$ cat src/rtl/tick_scheduler_pkg.sv
// ============================================================================
//  Module      : tick_scheduler_pkg
//  Description : Shared constants, FSM encoding and helpers for the tick
//                scheduler (timing controller and frame-update sequencer).
//  Revision    : 1.0 - initial release
// ============================================================================
`default_nettype none

package tick_scheduler_pkg;

    // Default divider exponents: enable period is 2^N master-clock cycles
    localparam int c_PIX_DIV_LOG2    = 1;        // 25 MHz pixel enable
    localparam int c_SEG_DIV_LOG2    = 17;       // ~381 Hz segment scan
    localparam int c_RENDER_DIV_LOG2 = 20;       // ~47.7 Hz render tick

    // Longest time update_req may stay high without an acknowledge
    localparam int c_TIMEOUT_CYC     = 1000000;

    // Datapath widths
    localparam int c_CNT_W   = 32;
    localparam int c_FRAME_W = 16;
    localparam int c_OVR_W   = 8;
    localparam int c_DIGIT_W = 2;

    // Handshake FSM encoding
    typedef enum logic [0:0] {
        ST_IDLE = 1'b0,
        ST_BUSY = 1'b1
    } hs_state_t;

    // Increment that sticks at the all-ones value instead of wrapping
    function automatic logic [c_OVR_W-1:0] sat_inc(input logic [c_OVR_W-1:0] v);
        return (&v) ? v : v + c_OVR_W'(1);
    endfunction

endpackage

`default_nettype wire

$ cat src/rtl/tick_scheduler_if.sv
// ============================================================================
//  Module      : tick_scheduler_if
//  Description : Frame-update handshake and status bundle between the tick
//                scheduler (master) and the game/physics logic (slave).
//  Revision    : 1.0 - initial release
// ============================================================================
`default_nettype none

interface tick_scheduler_if;
    import tick_scheduler_pkg::*;

    logic                 update_req;
    logic                 update_ack;
    logic [c_FRAME_W-1:0] frame_cnt;
    logic [c_OVR_W-1:0]   overrun_cnt;
    logic                 timeout_flag;

    modport master (
        output update_req,
        output frame_cnt,
        output overrun_cnt,
        output timeout_flag,
        input  update_ack
    );

    modport slave (
        input  update_req,
        input  frame_cnt,
        input  overrun_cnt,
        input  timeout_flag,
        output update_ack
    );

endinterface

`default_nettype wire

$ cat src/rtl/tick_scheduler_frame_handshake.sv
// ============================================================================
//  Module      : frame_handshake
//  Description : Per-frame req/ack sequencer. Raises update_req on a render
//                tick, waits for update_ack or a timeout, counts completed
//                frames, dropped ticks (overruns) and flags timeouts.
//  Revision    : 1.0 - initial release
// ============================================================================
`default_nettype none

module frame_handshake
    import tick_scheduler_pkg::*;
#(
    parameter int TIMEOUT_CYC = c_TIMEOUT_CYC    // must be >= 2
) (
    input  wire logic                 clk,
    input  wire logic                 clr,
    input  wire logic                 i_render_tick,
    input  wire logic                 i_update_ack,
    output logic                      o_update_req,
    output logic [c_FRAME_W-1:0]      o_frame_cnt,
    output logic [c_OVR_W-1:0]        o_overrun_cnt,
    output logic                      o_timeout_flag
);

    // Wait counter only needs to reach TIMEOUT_CYC-1
    localparam int                c_WAIT_W    = $clog2(TIMEOUT_CYC);
    localparam logic [c_WAIT_W-1:0] c_WAIT_LAST = c_WAIT_W'(TIMEOUT_CYC - 1);

    hs_state_t            r_state,   w_state_nxt;
    logic [c_WAIT_W-1:0]  r_wait,    w_wait_nxt;
    logic                 r_req,     w_req_nxt;
    logic [c_FRAME_W-1:0] r_frame,   w_frame_nxt;
    logic [c_OVR_W-1:0]   r_ovr,     w_ovr_nxt;
    logic                 r_tout,    w_tout_nxt;

    // State register: everything returns to reset on the clr edge
    always_ff @(posedge clk) begin
        if (clr) begin
            r_state <= ST_IDLE;
            r_wait  <= '0;
            r_req   <= 1'b0;
            r_frame <= '0;
            r_ovr   <= '0;
            r_tout  <= 1'b0;
        end else begin
            r_state <= w_state_nxt;
            r_wait  <= w_wait_nxt;
            r_req   <= w_req_nxt;
            r_frame <= w_frame_nxt;
            r_ovr   <= w_ovr_nxt;
            r_tout  <= w_tout_nxt;
        end
    end

    // Next-state logic: start on a tick, finish on ack or timeout, drop busy ticks
    always_comb begin
        w_state_nxt = r_state;
        w_wait_nxt  = r_wait;
        w_req_nxt   = r_req;
        w_frame_nxt = r_frame;
        w_ovr_nxt   = r_ovr;
        w_tout_nxt  = r_tout;

        case (r_state)
            ST_IDLE: begin
                // An acknowledge arriving while idle has no effect
                if (i_render_tick) begin
                    w_req_nxt   = 1'b1;
                    w_wait_nxt  = '0;
                    w_state_nxt = ST_BUSY;
                end
            end

            ST_BUSY: begin
                w_wait_nxt = r_wait + c_WAIT_W'(1);

                // Ticks are never queued; a tick seen while busy is lost,
                // even in the cycle the handshake completes
                if (i_render_tick) begin
                    w_ovr_nxt = sat_inc(r_ovr);
                end

                if (i_update_ack) begin
                    w_req_nxt   = 1'b0;
                    w_frame_nxt = r_frame + c_FRAME_W'(1);
                    w_state_nxt = ST_IDLE;
                end else if (r_wait == c_WAIT_LAST) begin
                    w_req_nxt   = 1'b0;
                    w_tout_nxt  = 1'b1;
                    w_state_nxt = ST_IDLE;
                end
            end

            default: begin
                w_req_nxt   = 1'b0;
                w_state_nxt = ST_IDLE;
            end
        endcase
    end

    assign o_update_req   = r_req;
    assign o_frame_cnt    = r_frame;
    assign o_overrun_cnt  = r_ovr;
    assign o_timeout_flag = r_tout;

endmodule

`default_nettype wire

$ cat src/rtl/tick_scheduler.sv
// ============================================================================
//  Module      : tick_scheduler
//  Description : Central timing controller. One free-running 32-bit divider
//                drives single-cycle clock-enable strobes for the pixel,
//                7-seg scan and render domains, and render ticks start the
//                per-frame update handshake.
//  Revision    : 1.0 - initial release
// ============================================================================
`default_nettype none

module tick_scheduler
    import tick_scheduler_pkg::*;
#(
    parameter int PIX_DIV_LOG2    = c_PIX_DIV_LOG2,     // >= 1
    parameter int SEG_DIV_LOG2    = c_SEG_DIV_LOG2,     // >= 1
    parameter int RENDER_DIV_LOG2 = c_RENDER_DIV_LOG2,  // >= 1 and < 32
    parameter int TIMEOUT_CYC     = c_TIMEOUT_CYC       // >= 2
) (
    input  wire logic                 clk,
    input  wire logic                 clr,
    input  wire logic                 run,
    output logic                      pix_ce,
    output logic                      seg_ce,
    output logic [c_DIGIT_W-1:0]      seg_digit,
    output logic                      render_tick,
    tick_scheduler_if.master          hs
);

    logic [c_CNT_W-1:0]   r_q;
    logic [c_DIGIT_W-1:0] r_seg_digit;
    logic                 w_pix_ce;
    logic                 w_seg_ce;
    logic                 w_render_tick;
    logic                 w_q_unused;

    // Free-running divider; keeps counting while the game is paused
    always_ff @(posedge clk) begin
        if (clr) begin
            r_q <= '0;
        end else begin
            r_q <= r_q + c_CNT_W'(1);
        end
    end

    // Each strobe fires when the low N counter bits are all ones, so all are
    // quiet at q=0 and the first pixel enable lands at q=1
    assign w_pix_ce      = &r_q[PIX_DIV_LOG2-1:0];
    assign w_seg_ce      = &r_q[SEG_DIV_LOG2-1:0];
    assign w_render_tick = run & (&r_q[RENDER_DIV_LOG2-1:0]);

    // Upper divider bits are not decoded by every configuration
    assign w_q_unused    = ^r_q;

    // Active 7-seg digit advances the cycle after each scan enable
    always_ff @(posedge clk) begin
        if (clr) begin
            r_seg_digit <= '0;
        end else if (w_seg_ce) begin
            r_seg_digit <= r_seg_digit + c_DIGIT_W'(1);
        end
    end

    frame_handshake #(
        .TIMEOUT_CYC    (TIMEOUT_CYC)
    ) u_frame_handshake (
        .clk            (clk),
        .clr            (clr),
        .i_render_tick  (w_render_tick),
        .i_update_ack   (hs.update_ack),
        .o_update_req   (hs.update_req),
        .o_frame_cnt    (hs.frame_cnt),
        .o_overrun_cnt  (hs.overrun_cnt),
        .o_timeout_flag (hs.timeout_flag)
    );

    assign pix_ce      = w_pix_ce;
    assign seg_ce      = w_seg_ce;
    assign seg_digit   = r_seg_digit;
    assign render_tick = w_render_tick;

endmodule

`default_nettype wire

$ cat src/flat_wrapper.sv
// flat-port wrapper written by rule: the top's interface ports become plain ports
module tick_scheduler_flat import tick_scheduler_pkg::*;
#(
    parameter int PIX_DIV_LOG2    = c_PIX_DIV_LOG2,            
    parameter int SEG_DIV_LOG2    = c_SEG_DIV_LOG2,            
    parameter int RENDER_DIV_LOG2 = c_RENDER_DIV_LOG2,                  
    parameter int TIMEOUT_CYC     = c_TIMEOUT_CYC              
)
  (clk, clr, run, pix_ce, seg_ce, seg_digit, render_tick, hs_update_req, hs_frame_cnt, hs_overrun_cnt, hs_timeout_flag, hs_update_ack);
  tick_scheduler_if hs_i ();
  input  wire logic clk;
  input  wire logic clr;
  input  wire logic run;
  output logic pix_ce;
  output logic seg_ce;
  output logic [c_DIGIT_W-1:0] seg_digit;
  output logic render_tick;
  output wire logic [$bits(hs_i.update_req)-1:0] hs_update_req;
  output wire logic [$bits(hs_i.frame_cnt)-1:0] hs_frame_cnt;
  output wire logic [$bits(hs_i.overrun_cnt)-1:0] hs_overrun_cnt;
  output wire logic [$bits(hs_i.timeout_flag)-1:0] hs_timeout_flag;
  input wire logic [$bits(hs_i.update_ack)-1:0] hs_update_ack;
  assign hs_update_req = hs_i.update_req;
  assign hs_frame_cnt = hs_i.frame_cnt;
  assign hs_overrun_cnt = hs_i.overrun_cnt;
  assign hs_timeout_flag = hs_i.timeout_flag;
  assign hs_i.update_ack = hs_update_ack;
  tick_scheduler #(.PIX_DIV_LOG2(PIX_DIV_LOG2), .SEG_DIV_LOG2(SEG_DIV_LOG2), .RENDER_DIV_LOG2(RENDER_DIV_LOG2), .TIMEOUT_CYC(TIMEOUT_CYC)) u_core (.clk(clk), .clr(clr), .run(run), .pix_ce(pix_ce), .seg_ce(seg_ce), .seg_digit(seg_digit), .render_tick(render_tick), .hs(hs_i));
endmodule
$ cat config.mk
export PLATFORM = sky130hd
export DESIGN_NAME = tick_scheduler_flat
export DESIGN_NICKNAME = d
export VERILOG_FILES = /design/src/rtl/tick_scheduler_pkg.sv /design/src/rtl/tick_scheduler_if.sv /design/src/rtl/tick_scheduler_frame_handshake.sv /design/src/rtl/tick_scheduler.sv /design/src/flat_wrapper.sv
export SDC_FILE = /design/constraint.sdc
export NUM_CORES = 1
export LEC_CHECK = 0
export CAP_MARGIN = 0
export CORE_MARGIN = 4
export CORE_UTILIZATION = 36
export DETAILED_ROUTE_END_ITERATION = 10
export HOLD_SLACK_MARGIN = 0.03
export SLEW_MARGIN = 10
export SYNTH_ARGS = -nofsm -noshare
export SYNTH_HDL_FRONTEND = slang
export SYNTH_HIERARCHICAL = 1
export SYNTH_SLANG_ARGS = --single-unit
$ cat constraint.sdc
create_clock -name clk -period 2.1 [get_ports clk]
set_input_delay 0.42 -clock clk [delete_from_list [all_inputs] [get_ports clk]]
set_output_delay 0.42 -clock clk [all_outputs]
set_load 0.01 [all_outputs]
==> flow_metrics.tcl, run 1 <==
set metrics [dict create \
    path_clk_slew_ps 70 \
    ant_nets 0 \
    dieArea_um2 10800 \
    grt_max_degree 31 \
    fin_crit_sh_pct 95.1 \
    area_growth_pct 28.6 \
    worstSkewPairLatency_ps 340 \
    synth_seq_cells 69 \
    ys_types 58 \
    dp_hpwl_um 4930 \
    leakage_nw 1.54 \
    firstDrtPassIters 4 \
    worst_pin_slew_ps 507 \
    fin_crit_ps 2000 \
    initial_core_util_pct 37.5 \
    gp_congestion 0.781 \
    clock_sinks 69 \
    clk_path_buf_depth 2 \
    final_core_util_pct 48.3 \
    grt_overflow 0 \
    wire_per_inst_um 12.8 \
    cp_max_fo 2 \
    drtIter0Drc 57 \
    finalClockSkew_ps 9.08 \
    synth_edf_count 0 \
    drc_errors 0 \
    grt_pass1_wl_um 12300 \
    p_per_area_nw_per_um2 582 \
    portBuffers 34 \
    pin_count 35 \
    finalHoldViolations 0 \
    yosys-top-cells-area "dfxtp_1 42%, nor2_1 6.5%, xnor2_1 5.6%" \
    nets 443 \
    ir_drop_v 0.000326 \
    async_flop_share_pct 0 \
    cts_tree "done" \
    worstSetupEndpointType "primary output" \
    rsz0062_at_grt "true" \
    relSlewSlack_pct 66.2 \
    ys.flop_type "dfxtp_1" \
    required_ps 1680 \
    core_um2 8810 \
    root_buffer "clkbuf_8" \
    synth_area_um2 3300 \
    vias 2763 \
    synth_top_area_share_pct 41.8 \
    maxClockFrequency_mhz 501 \
    syn_nets 371 \
    status "finished, final reports clean" \
    grt_pass1_vias 2739 \
    antenna_cells 0 \
    hold_path.class "register to register" \
    drv_cap 0 \
    synth_common_cells "69 x dfxtp_1, 57 x nor2_1, 23 x nand2_1" \
    crit_type "register to primary output" \
    cp-start-kind "register" \
    r2r_cells 10 \
    syn-instance-count 362 \
    synth_area_leader_cell "dfxtp_1" \
    die_h_um 104 \
    detail_route.vias_per_cell 5.06 \
    fp.dieW_um 104 \
    slew_viol_final 0 \
    setup_viol 0 \
    seq_area_frac_synth_pct 41.8 \
    rows 34 \
    hold_depth 2 \
    cp_data_arrival_time_ps 1580 \
    antenna_found_initial 0 \
    h-tree-depth 3 \
    cts_made_buffers 9 \
    syn_area_per_cell_um2 9.13 \
    yosysWarnings 6 \
    yosysMostFrequentCell "dfxtp_1" \
    drive_above_1_share_pct 21.5 \
    setup_tns_ps 0 \
    routed_wl_um 6990 \
    cts_hold_buf 0 \
    grt_usage_pct 13.6 \
]
==> repair_timing <==
item,in CTS,in global routing
gates resized for setup,16,2
buffers inserted,1,0
setup endpoints to repair,2,8
pin swaps,4,3
==> power by group <==
group	internal [mW]	total (mW)	switching (mW)
Clock	0.603	1.09	0.483
Combinational	0.0296	0.0693	0.0397
Sequential	1.31	1.32	0.00501
==> cell usage in the layout (no fill, tap or decap), types with 4 or more instances in the layout <==
cell             Yosys  routed
nand2_1             23      23
or3_1                5       5
clkdlybuf4s50_1      0      31
xnor2_1             21      21
o21ai_0              4       4
nand4_1             15      15
dfxtp_1             69      67
nor2_1              57      57
mux2_2               8       8
and3_1               4       4
inv_1               10      10
o211ai_1             5       5
nor3_1              10       9
nor4_1               4       4
nand2b_1             4       4
nor4_2               6       6
clkbuf_8             0      11
a21oi_1             13      13
buf_4                1      37
and4_1               5       4
nor2b_1              5       5
xor2_1              15      15
nand3_1             19      19
==> per-stage QoR <==
stage	area [um2]	hold slack, ps	cells	worst slack (ps)	power [mW]
after floorplan	3310	476	362	15.1	1.38
after detailed placement	4000	464	530	-32.2	1.41
final	4250	474	546	103	2.47
after global routing	4250	496	546	-4.30	2.58
after global placement	4000	464	530	-33.8	1.41
after CTS	4240	479	546	4.17	2.52
==> sequential cells by signal, indices dropped and copies added (netlist names) <==
name,cells
u_core/u_frame_handshake/r_state,1
u_core/u_frame_handshake/r_wait,20
u_core/seg_digit,2
u_core/r_q,20
u_core/u_frame_handshake/o_update_req,1
u_core/u_frame_handshake/o_frame_cnt,16
u_core/u_frame_handshake/o_overrun_cnt,8
u_core/u_frame_handshake/o_timeout_flag,1
==> cell type report <==
| cell class | instances | area [um2] |
|---|---|---|
| multi-input combinational | 273 | 1880 |
| clock inverter | 4 | 47.5 |
| sequential | 69 | 1380 |
| clock buffer | 11 | 151 |
| tap | 108 | 135 |
| fill | 823 | 4560 |
| timing repair buffer | 71 | 616 |
| inverter | 10 | 37.5 |
==> metal layers <==
layer / vias up / part of all wire, % / wire, um / global-route usage, %
met5: - / 0 / 0 / 0
met3: 11 / 4.0 / 283 / 4.10
met4: 0 / 1.8 / 124 / 5.32
met1: 1265 / 47 / 3250 / 15.8
li1: 1440 / - / - / -
met2: 47 / 48 / 3330 / 23.5
==> kinds of logic after synthesis <==
kind of cell,share of synthesized area [%]
xor gates and xnor gates,9.54
muxes,3.67
buffers and inverters,2.46
and+or+nand+nor,33.1
DFF,41.8
adders and majority gates,1.89
AOI/OAI and AO/OA,7.54
==> path summary, 6_finish.rpt <==
check        slack [ps]                                    start                                        end
max                 100                            u_core/r_q[0]                                     seg_ce
min                 470  u_core/u_frame_handshake/o_timeout_flag    u_core/u_frame_handshake/o_timeout_flag
max reg2reg         160                            u_core/r_q[0]  u_core/u_frame_handshake/o_overrun_cnt[3]
min reg2reg         470  u_core/u_frame_handshake/o_timeout_flag    u_core/u_frame_handshake/o_timeout_flag
==> worst max-delay path, cell delays in order (launching register included) <==
cell	delay, ps
dfxtp_2	360
ha_4	150
nand4_4	90
nor3_4	140
and4_1	220
ha_2	190
buf_6	100
Note: power is estimated with default switching activity, not from simulation.
==> inputs of run 2 (changes only) <==
--- a/config.mk
+++ b/config.mk
@@ -9,6 +9,7 @@
 export CORE_MARGIN = 4
 export CORE_UTILIZATION = 36
 export DETAILED_ROUTE_END_ITERATION = 10
+export GPL_ROUTABILITY_DRIVEN = 0
 export HOLD_SLACK_MARGIN = 0.03
 export SLEW_MARGIN = 10
 export SYNTH_ARGS = -nofsm -noshare
==> results of run 2 <==
The final DEF is identical to that of run 1; final timing and power are the same.
==> inputs of run 3 (changes only) <==
--- a/config.mk
+++ b/config.mk
@@ -6,8 +6,8 @@
 export NUM_CORES = 1
 export LEC_CHECK = 0
 export CAP_MARGIN = 0
-export CORE_MARGIN = 4
 export CORE_UTILIZATION = 36
+export CTS_CLUSTER_DIAMETER = 120
 export DETAILED_ROUTE_END_ITERATION = 10
 export GPL_ROUTABILITY_DRIVEN = 0
 export HOLD_SLACK_MARGIN = 0.03
==> flow_metrics.tcl, run 3 (synthesized netlist as in run 1, its figures left out) <==
set metrics [dict create \
    die_h_um 97.8 \
    final_cells 547 \
    p_clk_share_pct 48.6 \
    cp_data_arrival_time_ps 1660 \
    h-tree-depth 3 \
    detail_route.vias_per_cell 5.08 \
    worstSetupEndpointType "primary output" \
    grt_pass1_wl_um 12100 \
    fin_crit_sh_pct 99.3 \
    r2r_cells 10 \
    worstSkewPairLatency_ps 340 \
    worst_pin_slew_ps 566 \
    leakage_nw 1.56 \
    maxClockFrequency_mhz 480 \
    setup_tns_ps 0 \
    firstDrtPassIters 7 \
    r2r-end "u_core/u_frame_handshake/o_overrun_cnt[6]" \
    violations "DRC" \
    wire_per_inst_um 12.7 \
    path_clk_slew_ps 70 \
    finalHoldViolations 0 \
    clock_sinks 69 \
    p_seq_share_pct 48.8 \
    rows 34 \
    clk_path_buf_depth 2 \
    hold_ws_ps 486 \
    drv_cap 0 \
    swShare_pct 20.0 \
    dp.cells 527 \
    crit_path_top_delay_cell "dfxtp_2" \
    p_sw_mw 0.540 \
    setup_viol 0 \
    fp.dieW_um 97.8 \
    p_per_area_nw_per_um2 628 \
    portBuffers 34 \
    hold_depth 2 \
    crit_family "simple AND/OR/NAND/NOR gates" \
    ir_drop_v 0.000416 \
    routed_wl_um 6940 \
    dieArea_um2 9570 \
    drive_above_1_share_pct 21.6 \
    antenna_cells 0 \
    cts_tree "done" \
    min_to "u_core/u_frame_handshake/o_timeout_flag" \
    cp-start-kind "register" \
    grt_overflow 0 \
    crit_type "register to primary output" \
    drtIter0Drc 118 \
    rrSetupSlack_ps 150 \
    status "complete, but fails checks" \
    grt_pass1_vias 2641 \
    initial_core_util_pct 37.5 \
    dp_hpwl_um 4840 \
    p_comb_share_pct 2.6 \
    finalClockSkew_ps 10.3 \
    vias 2779 \
    critical_path_buf_inv_count 2 \
    core_um2 8810 \
    cp_max_fo 2 \
    fin_crit_ps 2080 \
    drc_errors 6 \
    area_growth_pct 30.3 \
    cts_hold_buf 0 \
    intPower_mw 2.16 \
    cp_cell_sequence "ha_4 -> nand4_4 -> nor3_4 -> buf_4 -> and4_1 -> ha_2 -> buf_6" \
    pin_count 35 \
    ant_nets 0 \
    rsz0062_at_grt "true" \
    nets 443 \
    r2r_start "u_core/r_q[1]" \
    cts_made_buffers 9 \
    final_cell_mix "67 x dfxtp_1, 57 x nor2_1, 36 x buf_4" \
    required_ps 1680 \
    antenna_found_initial 0 \
    relSlewSlack_pct 62.3 \
    final_common_cell "dfxtp_1" \
    grt_usage_pct 15.5 \
    hold_path.class "register to register" \
    slew_viol_final 0 \
    min-delay-start "u_core/u_frame_handshake/o_timeout_flag" \
    root_buffer "clkbuf_8" \
    grt_max_degree 32 \
    cpPeakStageDelay_ps 350 \
]
## run 3: through the flow
step / power [mW] / instance area [um2] / utilization (%) / setup slack [ps]
after detailed placement: 1.42 / 3990 / 45.4 / -93.7
after global placement: 1.41 / 3990 / 45.4 / -66.2
after global routing: 2.83 / 4310 / 48.9 / -65.1
after floorplan: 1.38 / 3310 / - / 15.1
final: 2.70 / 4310 / 48.9 / 15.6
after CTS: 2.75 / 4290 / 48.7 / -78.3
## run 3: power groups by stage
stage / sequential, mW / combinational (mW) / clock (mW)
finish: 1.32 / 0.0714 / 1.31
global route: 1.32 / 0.0803 / 1.43
CTS: 1.32 / 0.0721 / 1.36
detailed placement: 1.35 / 0.0695 / 0
global placement: 1.35 / 0.0689 / 0
floorplan: 1.35 / 0.0297 / 0
## run 3: worst reg2reg max path: stages, from the launching register on
cell     delay (ps)
dfxtp_2         350
ha_4            150
nand4_4          80
nor3_4          140
buf_4           130
and4_4          240
buf_4           130
and3_1          220
nand3_1         100
nor3b_1         200
nor3_1           70
## run 3: area by class of cell
class,instances,area (um2)
repair buffers,71,622
multi-input cells,273,1880
inverters,10,37.5
clock buffers,10,138
well taps,108,135
fillers,842,4500
flip-flops and latches,69,1380
clock inverters,6,110
## run 3: layer usage
| metal | global-route usage (%) | up-vias | part of all wire, % | routed length, um |
|---|---|---|---|---|
| met3 | 5.08 | 4 | 3.4 | 238 |
| met1 | 18.6 | 1299 | 48 | 3310 |
| li1 | - | 1437 | - | - |
| met4 | 4.43 | 0 | 0.72 | 50 |
| met5 | 0 | - | 0 | 0 |
| met2 | 26.5 | 39 | 48 | 3340 |
## run 3: repair_timing
action / in CTS / in global routing
gates resized for setup: 16 / 1
setup endpoints to repair: 2 / 5
setup buffers: 3 / 1
pin swaps: 4 / 1
## run 3: how the worst max path moves through the flow
stage                        from                            endpoint  slack, ps  depth (start not counted)
finish              u_core/r_q[1]                              seg_ce         20                          7
global route        u_core/r_q[1]                              seg_ce        -70                          7
CTS                 u_core/r_q[1]                              seg_ce        -80                          7
detailed placement  u_core/r_q[0]                              seg_ce        -90                          6
global placement    u_core/r_q[0]                              seg_ce        -70                          6
floorplan           u_core/r_q[0]  u_core/u_frame_handshake/r_wait[8]         20                          9
